<file path="src/rtl/i2c_reg_sequencer.sv">
`default_nettype none
// ============================================================================
// Module      : i2c_reg_sequencer
// Description : Table-driven I2C register-write sequencer that feeds tokens to
//               an I2C master, retries NACKed entries and reports Done/Error.
// Revision    : 1.0 - initial release
// ============================================================================
module i2c_reg_sequencer #(
    parameter int                      NUM_WRITES = 8,
    parameter logic [7:0]              SLAVE_ADDR = 8'h72,
    parameter logic [NUM_WRITES*16-1:0] TABLE     = '0,
    parameter int                      MAX_RETRY  = 3,
    parameter int                      RETRY_GAP  = 16
) (
    input  logic       Clk,
    input  logic       Reset,
    input  logic       Start,
    output logic [1:0] Op,
    output logic [7:0] Data,
    output logic       Valid,
    input  logic       Ready,
    input  logic       Nack,
    output logic       Busy,
    output logic       Done,
    output logic       Error
);

    localparam int c_IDX_W = (NUM_WRITES > 1) ? $clog2(NUM_WRITES) : 1;
    localparam int c_RTY_W = (MAX_RETRY > 0) ? $clog2(MAX_RETRY + 1) : 1;
    localparam int c_GAP_W = (RETRY_GAP > 1) ? $clog2(RETRY_GAP) : 1;
    localparam int c_DEPTH = 1 << c_IDX_W;

    localparam logic [c_IDX_W-1:0] c_LAST_IDX  = c_IDX_W'(NUM_WRITES - 1);
    localparam logic [c_RTY_W-1:0] c_MAX_RETRY = c_RTY_W'(MAX_RETRY);
    localparam logic [c_GAP_W-1:0] c_GAP_LAST  = c_GAP_W'((RETRY_GAP > 0) ? RETRY_GAP - 1 : 0);

    localparam logic [1:0] c_OP_STOP    = 2'd0;
    localparam logic [1:0] c_OP_START   = 2'd1;
    localparam logic [1:0] c_OP_CONT    = 2'd2;
    localparam logic [1:0] c_OP_RESTART = 2'd3;

    typedef enum logic [2:0] {
        S_IDLE = 3'd0,
        S_ADDR = 3'd1,
        S_REG  = 3'd2,
        S_VAL  = 3'd3,
        S_STOP = 3'd4,
        S_GAP  = 3'd5,
        S_DONE = 3'd6,
        S_ERR  = 3'd7
    } state_t;

    // Table padded to a power of two so the index always selects in range
    logic [15:0] w_tbl [c_DEPTH];

    for (genvar i = 0; i < c_DEPTH; i++) begin : g_tbl
        if (i < NUM_WRITES) begin : g_used
            assign w_tbl[i] = TABLE[16*i +: 16];
        end else begin : g_pad
            assign w_tbl[i] = 16'h0000;
        end
    end

    state_t             r_state,      w_state;
    logic [1:0]         r_op,         w_op;
    logic [7:0]         r_data,       w_data;
    logic               r_valid,      w_valid;
    logic               r_busy,       w_busy;
    logic               r_done,       w_done;
    logic               r_error,      w_error;
    logic [c_IDX_W-1:0] r_idx,        w_idx;
    logic [c_RTY_W-1:0] r_retry,      w_retry;
    logic [c_GAP_W-1:0] r_gap_cnt,    w_gap_cnt;
    logic               r_retry_path, w_retry_path;
    logic               r_last_val,   w_last_val;

    logic        w_xfer;
    logic        w_nack_seen;
    logic [15:0] w_entry;

    assign w_xfer  = r_valid && Ready;
    assign w_entry = w_tbl[r_idx];
    // The STOP right after the final VAL still carries that byte's ACK status
    assign w_nack_seen = Nack && ((r_state == S_ADDR) || (r_state == S_REG) ||
                                  (r_state == S_VAL)  || ((r_state == S_STOP) && r_last_val));

    always_comb begin
        w_state      = r_state;
        w_op         = r_op;
        w_data       = r_data;
        w_valid      = r_valid;
        w_busy       = r_busy;
        w_done       = r_done;
        w_error      = r_error;
        w_idx        = r_idx;
        w_retry      = r_retry;
        w_gap_cnt    = r_gap_cnt;
        w_retry_path = r_retry_path;
        w_last_val   = 1'b0;

        if (w_nack_seen) begin
            w_op   = c_OP_STOP;
            w_data = 8'h00;
            if (r_retry == c_MAX_RETRY) begin
                w_state = S_ERR;
                w_valid = 1'b0;
                w_busy  = 1'b0;
                w_error = 1'b1;
            end else begin
                w_state      = S_STOP;
                w_valid      = 1'b1;
                w_retry      = r_retry + 1'b1;
                w_retry_path = 1'b1;
            end
        end else begin
            case (r_state)
                S_IDLE, S_DONE, S_ERR: begin
                    if (Start) begin
                        w_state      = S_ADDR;
                        w_op         = c_OP_START;
                        w_data       = SLAVE_ADDR;
                        w_valid      = 1'b1;
                        w_busy       = 1'b1;
                        w_done       = 1'b0;
                        w_error      = 1'b0;
                        w_idx        = '0;
                        w_retry      = '0;
                        w_retry_path = 1'b0;
                    end
                end
                S_ADDR: begin
                    if (w_xfer) begin
                        w_state = S_REG;
                        w_op    = c_OP_CONT;
                        w_data  = w_entry[15:8];
                    end
                end
                S_REG: begin
                    if (w_xfer) begin
                        w_state = S_VAL;
                        w_op    = c_OP_CONT;
                        w_data  = w_entry[7:0];
                    end
                end
                S_VAL: begin
                    if (w_xfer) begin
                        if (r_idx != c_LAST_IDX) begin
                            w_state = S_ADDR;
                            w_op    = c_OP_RESTART;
                            w_data  = SLAVE_ADDR;
                            w_idx   = r_idx + 1'b1;
                            w_retry = '0;
                        end else begin
                            w_state      = S_STOP;
                            w_op         = c_OP_STOP;
                            w_data       = 8'h00;
                            w_retry_path = 1'b0;
                            w_last_val   = 1'b1;
                        end
                    end
                end
                S_STOP: begin
                    if (w_xfer) begin
                        if (!r_retry_path) begin
                            w_state = S_DONE;
                            w_valid = 1'b0;
                            w_busy  = 1'b0;
                            w_done  = 1'b1;
                        end else if (RETRY_GAP == 0) begin
                            w_state = S_ADDR;
                            w_op    = c_OP_START;
                            w_data  = SLAVE_ADDR;
                        end else begin
                            w_state   = S_GAP;
                            w_valid   = 1'b0;
                            w_gap_cnt = '0;
                        end
                    end else begin
                        w_last_val = r_last_val;
                    end
                end
                S_GAP: begin
                    if (r_gap_cnt == c_GAP_LAST) begin
                        w_state = S_ADDR;
                        w_op    = c_OP_START;
                        w_data  = SLAVE_ADDR;
                        w_valid = 1'b1;
                    end else begin
                        w_gap_cnt = r_gap_cnt + 1'b1;
                    end
                end
                default: w_state = S_IDLE;
            endcase
        end
    end

    always_ff @(posedge Clk) begin
        if (Reset) begin
            r_state      <= S_IDLE;
            r_op         <= c_OP_STOP;
            r_data       <= 8'h00;
            r_valid      <= 1'b0;
            r_busy       <= 1'b0;
            r_done       <= 1'b0;
            r_error      <= 1'b0;
            r_idx        <= '0;
            r_retry      <= '0;
            r_gap_cnt    <= '0;
            r_retry_path <= 1'b0;
            r_last_val   <= 1'b0;
        end else begin
            r_state      <= w_state;
            r_op         <= w_op;
            r_data       <= w_data;
            r_valid      <= w_valid;
            r_busy       <= w_busy;
            r_done       <= w_done;
            r_error      <= w_error;
            r_idx        <= w_idx;
            r_retry      <= w_retry;
            r_gap_cnt    <= w_gap_cnt;
            r_retry_path <= w_retry_path;
            r_last_val   <= w_last_val;
        end
    end

    assign Op    = r_op;
    assign Data  = r_data;
    assign Valid = r_valid;
    assign Busy  = r_busy;
    assign Done  = r_done;
    assign Error = r_error;

endmodule
`default_nettype wire

</file>
<file path="config.mk">
export PLATFORM = sky130hd
export DESIGN_NAME = i2c_reg_sequencer
export DESIGN_NICKNAME = d
export VERILOG_FILES = /design/src/rtl/i2c_reg_sequencer.sv
export SDC_FILE = /design/constraint.sdc
export NUM_CORES = 1
export LEC_CHECK = 0
export BUFFER_PORTS_ARGS = -buffer_cell sky130_fd_sc_hd__buf_2
export CAP_MARGIN = 20
export CORE_ASPECT_RATIO = 1.2
export CORE_MARGIN = 3
export CORE_UTILIZATION = 55
export DETAILED_ROUTE_END_ITERATION = 16
export PLACE_DENSITY_LB_ADDON = 0.05
export SYNTH_ARGS = -nofsm -noshare
export SYNTH_HDL_FRONTEND = slang
export SYNTH_SLANG_ARGS = --single-unit
</file>
<file path="constraint.sdc">
create_clock -name Clk -period 2.1 [get_ports Clk]
set_input_delay 0.315 -clock Clk [delete_from_list [all_inputs] [get_ports Clk]]
set_output_delay 0.315 -clock Clk [all_outputs]
set_load 0.02 [all_outputs]
</file>
==> results.yml, run 1 <==
floorplanning:
  rows: 18
  io_pins: 19
  chipHeight_um: 58.3
  floorplan.die.width_um: 49.5
  coreArea_um2: 2120
  initial_utilization_pct: 59.1
  die-area_um2: 2890
route:
  detail_route.iter0.violations: 38
  drtPass1Iterations: 4
  detail_route.drc_violations: 0
  route.vias.total: 1117
  detail_route.vias_per_cell: 6.01
  detailed_route_wl_um: 2630
  drt-wirelength-per-cell_um: 14.1
  detail-route-antenna-nets: 0
synth:
  synthDominantAreaCellType: "sky130_fd_sc_hd__dfxtp_1"
  postSynth.topFlopCell: "sky130_fd_sc_hd__dfxtp_1"
  mappedNetlistArea_um2: 1250
  synth_top_area_share_pct: 33.6
  yosysWarningCount: 0
  postSynth.asyncResetShare_pct: 0
  synth_cells: 145
  synth.yosys.seq_area_share_pct: 33.6
  synthesis.area_per_instance_um2: 8.63
  synth_enable_flop_cells: 0
  post-synth-top-count-cell: "sky130_fd_sc_hd__dfxtp_1"
  ys_seq_elements: 21
  post_synth_num_cell_types: 51
  netlist_top_cells_count: "21 x sky130_fd_sc_hd__dfxtp_1, 14 x sky130_fd_sc_hd__nor2_1, 13 x sky130_fd_sc_hd__a21oi_1"
  post_synth_main_area_contributors: "sky130_fd_sc_hd__dfxtp_1 34%, sky130_fd_sc_hd__a21oi_1 5.2%, sky130_fd_sc_hd__buf_4 4.8%"
layout:
  final_layout_net_count: 166
  final_core_area_utilization_pct: 63.3
  final_layout_size_suffix_gt1_share_pct: 23.1
  flow.area_growth_from_synthesis_pct: 7.10
  layout.cells.non_filler: 186
  antenna-diode-count: 0
  design_area_um2: 1340
  fillerInstances: 199
timing:
  timing_hold_violations_final: 0
  finalCritPeriodShare_pct: 92.1
  timing_max_transition_violations_final: 0
  timing.fmax_mhz: 517
  final_critical_period_ns: 1.93
  setup_failing_eps_final: 0
  setup_total_negative_slack_ns: 0
  rsz_0062_raised_after_global_routing: "false"
  postLayoutSetupSlackWorst_ns: 0.167
  fin_hold_ws_ns: 0.348
  worst_clock_skew_ns: 0.00384
job:
  max_cap_violations: 0
worst_setup_path:
  list_of_cells_traversed_by_the_critical_path: "and4bb_2 > o21a_4 > or4_1 > nand3_1 > a21oi_1"
  endpoint_kind: "flop"
  cp.required_ns: 2.30
  cpPeakStageDelay_ns: 0.59
  worstPathArrival_ns: 2.13
  startpoint_type_of_the_worst_setup_path: "flop"
  critPathKind: "reg2reg"
  slowest_stage: "sky130_fd_sc_hd__dfxtp_1"
  crit_fanout: 14
placement:
  gp_congestion: 0.814
  io_buffer_count: 14
  placedCellCount: 182
  place_area_um2: 1310
  dp_slack_ns: 0.202
  detailed_place_hpwl_um: 2030
cts:
  cts_buffers: 3
  cts-hold-fix-buffers: 0
  clk_root_buffer_cell: "sky130_fd_sc_hd__clkbuf_4"
  cts_repair_resized_insts: 0
  tritoncts_num_sinks: 21
  ctsLongestPathBuffers: 2
  clk-insertion-delay-late_ns: 0.31
  cts_tree: "built"
  cts_post_setup_buffers_inserted: 0
  htree_levels: 1
  clk_transition_reported_paths_ns: 0.11
min_path:
  hp-class: "in2reg"
power:
  cellLeakagePower_nw: 0.522
  ir_worst_vdd_mv: 0.728
  totalPowerFinal_mw: 1.57
  power_per_cell_area_nw_per_um2: 1170
grt:
  grt_antenna_before_repair: 0
  grt_max_degree: 19
  globalRouteOverflowTotal: 0
  gr-usage-all-layers_pct: 19.2
  number_of_global_route_vias_before_repair: 998
  wire_length_of_the_first_global_routing_pass_um: 4300
run_status:
  run_status: "finished, final reports clean"
-- critical path, delay by kind of cell (launching register included) --
| family | cells | cell delay [ns] |
|---|---|---|
| flops | 1 | 0.59 |
| compound gates | 2 | 0.30 |
| simple gates | 3 | 0.95 |
-- layer usage --
layer	vias up	wire [um]	share of wire, %	track usage [%]
li1	545	-	-	-
met1	532	1150	44	21.1
met2	35	1320	50	35.7
met3	5	111	4.2	3.08
met4	0	42	1.6	9.09
met5	-	0	0	0
-- report_power, final --
group,switching [mW],internal (mW),total (mW)
logic,0.457,0.351,0.808
registers,0.0893,0.472,0.561
clock network,0.122,0.0742,0.196
total,0.668,0.897,1.57
-- path summary, 6_finish.rpt --
path,slack (ns),cells after the start,endpoint,startpoint
hold / removal,0.35,3,Valid,Ready
setup reg to reg,0.17,5,Busy,r_state[1]
hold reg to reg,0.46,2,Done,Done
setup / recovery,0.17,5,Busy,r_state[1]
-- registers in the layout, indices dropped and copies added, names as in the netlist --
signal,count
r_retry,2
Op,2
Data,1
r_last_val,1
Valid,1
Busy,1
r_gap_cnt,4
Done,1
r_state,3
r_retry_path,1
Error,1
r_idx,3
-- layout make-up --
| class | instances | area (um2) | share of cell area, % |
|---|---|---|---|
| multi-input cells | 110 | 737 | 55.0 |
| flip-flops and latches | 21 | 420 | 31.4 |
| inverters | 1 | 3.75 | 0.280 |
| well taps | 30 | 37.5 | 2.80 |
| repair buffers | 20 | 115 | 8.59 |
| clock buffers | 4 | 26.3 | 1.96 |
-- cells in the final DEF (no fill, tap or decap), drive strengths merged, types with 2 or more instances in the layout --
cell type   n
dfxtp      21
buf        20
nor2       14
a21oi      14
nand2      10
nand3       6
nand2b      4
nor3        4
ha          4
conb        4
clkbuf      4
a31oi       4
mux2i       3
o211ai      3
a22oi       3
nor3b       3
o21a        3
and3        2
nand3b      2
nand4       2
a21boi      2
o22ai       2
a21bo       2
o21ai       2
or2         2
a211oi      2
-- kinds of logic (layout without fill, tap and decap cells) --
group	count (synthesis)	after routing	share of synthesized area [%]
multiplexers	3	3	2.40
AND/OR/NAND/NOR	54	54	22.9
adder cells (fa/ha/maj)	4	4	4.00
flip-flops	21	21	33.6
XOR/XNOR	1	1	0.700
buffers and inverters	17	25	8.40
other	1	4	0.300
AO/OA/AOI/OAI	44	44	27.7
No activity file was read; power rests on OpenSTA's default activity.
==> run 2, diff against run 1 <==
--- a/config.mk
+++ b/config.mk
@@ -10,5 +10,5 @@
 export CORE_ASPECT_RATIO = 1.2
 export CORE_MARGIN = 3
-export CORE_UTILIZATION = 55
+export CORE_UTILIZATION = 35
 export DETAILED_ROUTE_END_ITERATION = 16
 export PLACE_DENSITY_LB_ADDON = 0.05
==> constraint.sdc (replaced) <==
create_clock -name Clk -period 2.1 [get_ports Clk]
set_input_delay 0.21 -clock Clk [delete_from_list [all_inputs] [get_ports Clk]]
set_output_delay 0.21 -clock Clk [all_outputs]
set_load 0.02 [all_outputs]
==> results.yml, run 2 (synthesis results as in run 1) <==
cts:
  htree_levels: 1
  cts_buffers: 3
  clk_root_buffer_cell: "sky130_fd_sc_hd__clkbuf_8"
  cts_tree: "built"
  tritoncts_num_sinks: 21
  ctsLongestPathBuffers: 2
  clk_transition_reported_paths_ns: 0.08
  cts-hold-fix-buffers: 0
  cts_repair_resized_insts: 0
  clk-insertion-delay-late_ns: 0.26
  cts_post_setup_buffers_inserted: 0
layout:
  final_core_area_utilization_pct: 40.1
  final_layout_size_suffix_gt1_share_pct: 22.6
  antenna-diode-count: 0
  final_layout_net_count: 165
  mostFrequentLayoutCells: "21 x sky130_fd_sc_hd__dfxtp_1, 14 x sky130_fd_sc_hd__nor2_1, 14 x sky130_fd_sc_hd__buf_2, 13 x sky130_fd_sc_hd__a21oi_1, 10 x sky130_fd_sc_hd__nand2_1"
  largest_reg_flops: 4
  final_common_cell: "sky130_fd_sc_hd__dfxtp_1"
  design_area_um2: 1360
  biggest_registers_after_layout: "r_gap_cnt (4), r_idx (3), r_state (3)"
  fillerInstances: 372
  largest_register: "r_gap_cnt"
  flow.area_growth_from_synthesis_pct: 8.70
floorplanning:
  coreArea_um2: 3400
  io_pins: 19
  die-area_um2: 4330
  initial_utilization_pct: 36.8
  floorplan.die.width_um: 60.6
  chipHeight_um: 71.5
  rows: 23
worst_setup_path:
  cpPeakStageDelay_ns: 0.59
  cp_num_buf_inv: 0
  r2r_start: "r_state[0]"
  list_of_cells_traversed_by_the_critical_path: "and4bb_2 > o21a_4 > or4_1 > nand3_1 > a21oi_1"
  timing.critical_path.max_delay_family: "simple AND/OR/NAND/NOR gates"
  r2r_setup_slack_ns: 0.19
  worst_r2r_endpoint: "Busy"
  endpoint_kind: "flop"
  crit_fanout: 14
  slowest_stage: "sky130_fd_sc_hd__dfxtp_1"
  worst-r2r-cell-count: 5
  cp.required_ns: 2.24
  worstPathArrival_ns: 2.05
  startpoint_type_of_the_worst_setup_path: "flop"
  critPathKind: "reg2reg"
  crit_cells: 5
power:
  ir_worst_vdd_mv: 0.403
  cellLeakagePower_nw: 0.525
  power_per_cell_area_nw_per_um2: 1200
  totalPowerFinal_mw: 1.63
grt:
  wire_length_of_the_first_global_routing_pass_um: 4780
  gr-usage-all-layers_pct: 14.2
  globalRouteOverflowTotal: 0
  number_of_global_route_vias_before_repair: 1028
  grt_antenna_before_repair: 0
  grt_max_degree: 19
route:
  detail-route-antenna-nets: 0
  detail_route.drc_violations: 0
  detailed_route_wl_um: 2800
  detail_route.iter0.violations: 34
  route.vias.total: 1079
  drt-wirelength-per-cell_um: 14.6
  detail_route.vias_per_cell: 5.62
  drtPass1Iterations: 4
min_path:
  worstHoldPathCells: 3
  hp-class: "in2reg"
  worstHoldStart: "Ready"
  min_to: "Valid"
placement:
  io_buffer_count: 14
  dp_slack_ns: 0.215
  detailed_place_hpwl_um: 2100
  place_area_um2: 1320
  gp_congestion: 0.814
run_status:
  run_status: "finished, final reports clean"
timing:
  postLayoutSetupSlackWorst_ns: 0.187
  timing.fmax_mhz: 523
  final_critical_period_ns: 1.91
  timing_max_transition_violations_final: 0
  setup_total_negative_slack_ns: 0
  timing_hold_violations_final: 0
  rsz_0062_raised_after_global_routing: "false"
  worst_clock_skew_ns: 0.00183
  setup_failing_eps_final: 0
  finalCritPeriodShare_pct: 91.1
job:
  max_cap_violations: 0
## run 2: changes by cell type in the layout (fill, tap and decap cells not counted), sizes merged
cell  change
buf       -1
## run 2: metal layers
| layer | vias up | track usage (%) | routed length (um) |
|---|---|---|---|
| met3 | 6 | 3.06 | 103 |
| met2 | 21 | 21.3 | 1330 |
| li1 | 540 | - | - |
| met1 | 512 | 19.3 | 1320 |
| met5 | - | 0 | 0 |
| met4 | 0 | 6.02 | 49 |
## run 2: per-stage QoR
step | hold slack (ns) | std cells
after detailed placement | 0.447 | 188
after global placement | 0.445 | 188
final | 0.298 | 192
after global routing | 0.316 | 192
after CTS | 0.285 | 192
after floorplan | 0.390 | 148
## run 2: how the worst max path moves through the flow
stage | start | end | slack (ns)
6_report | r_state[0] | Busy | 0.19
5_1_grt | r_state[0] | Valid | 0.08
4_1_cts | r_state[0] | Busy | 0.20
3_5_place_dp | r_state[0] | Busy | 0.22
3_3_place_gp | r_state[0] | Busy | 0.24
2_1_floorplan | r_state[1] | Busy | 0.46
## run 2: where the power goes
part | internal, mW | switching (mW)
sequential | 0.472 | 0.0975
clock | 0.135 | 0.131
combinational | 0.342 | 0.448
## run 2: final cells by class
type,count,area (um2),share of cell area [%]
Tap cell,37,46.3,3.40
Sequential cell,21,420,30.9
Clock buffer,4,45.0,3.31
Multi-Input combinational cell,110,737,54.2
Timing Repair Buffer,19,108,7.91
Inverter,1,3.75,0.276
## run 2: worst reg2reg max path: stages, from the launching register on
cell and delay [ns]:
sky130_fd_sc_hd__dfxtp_1 0.59, sky130_fd_sc_hd__and4bb_2 0.31, sky130_fd_sc_hd__o21a_4 0.23, sky130_fd_sc_hd__or4_1 0.50, sky130_fd_sc_hd__nand3_1 0.10, sky130_fd_sc_hd__a21oi_1 0.06
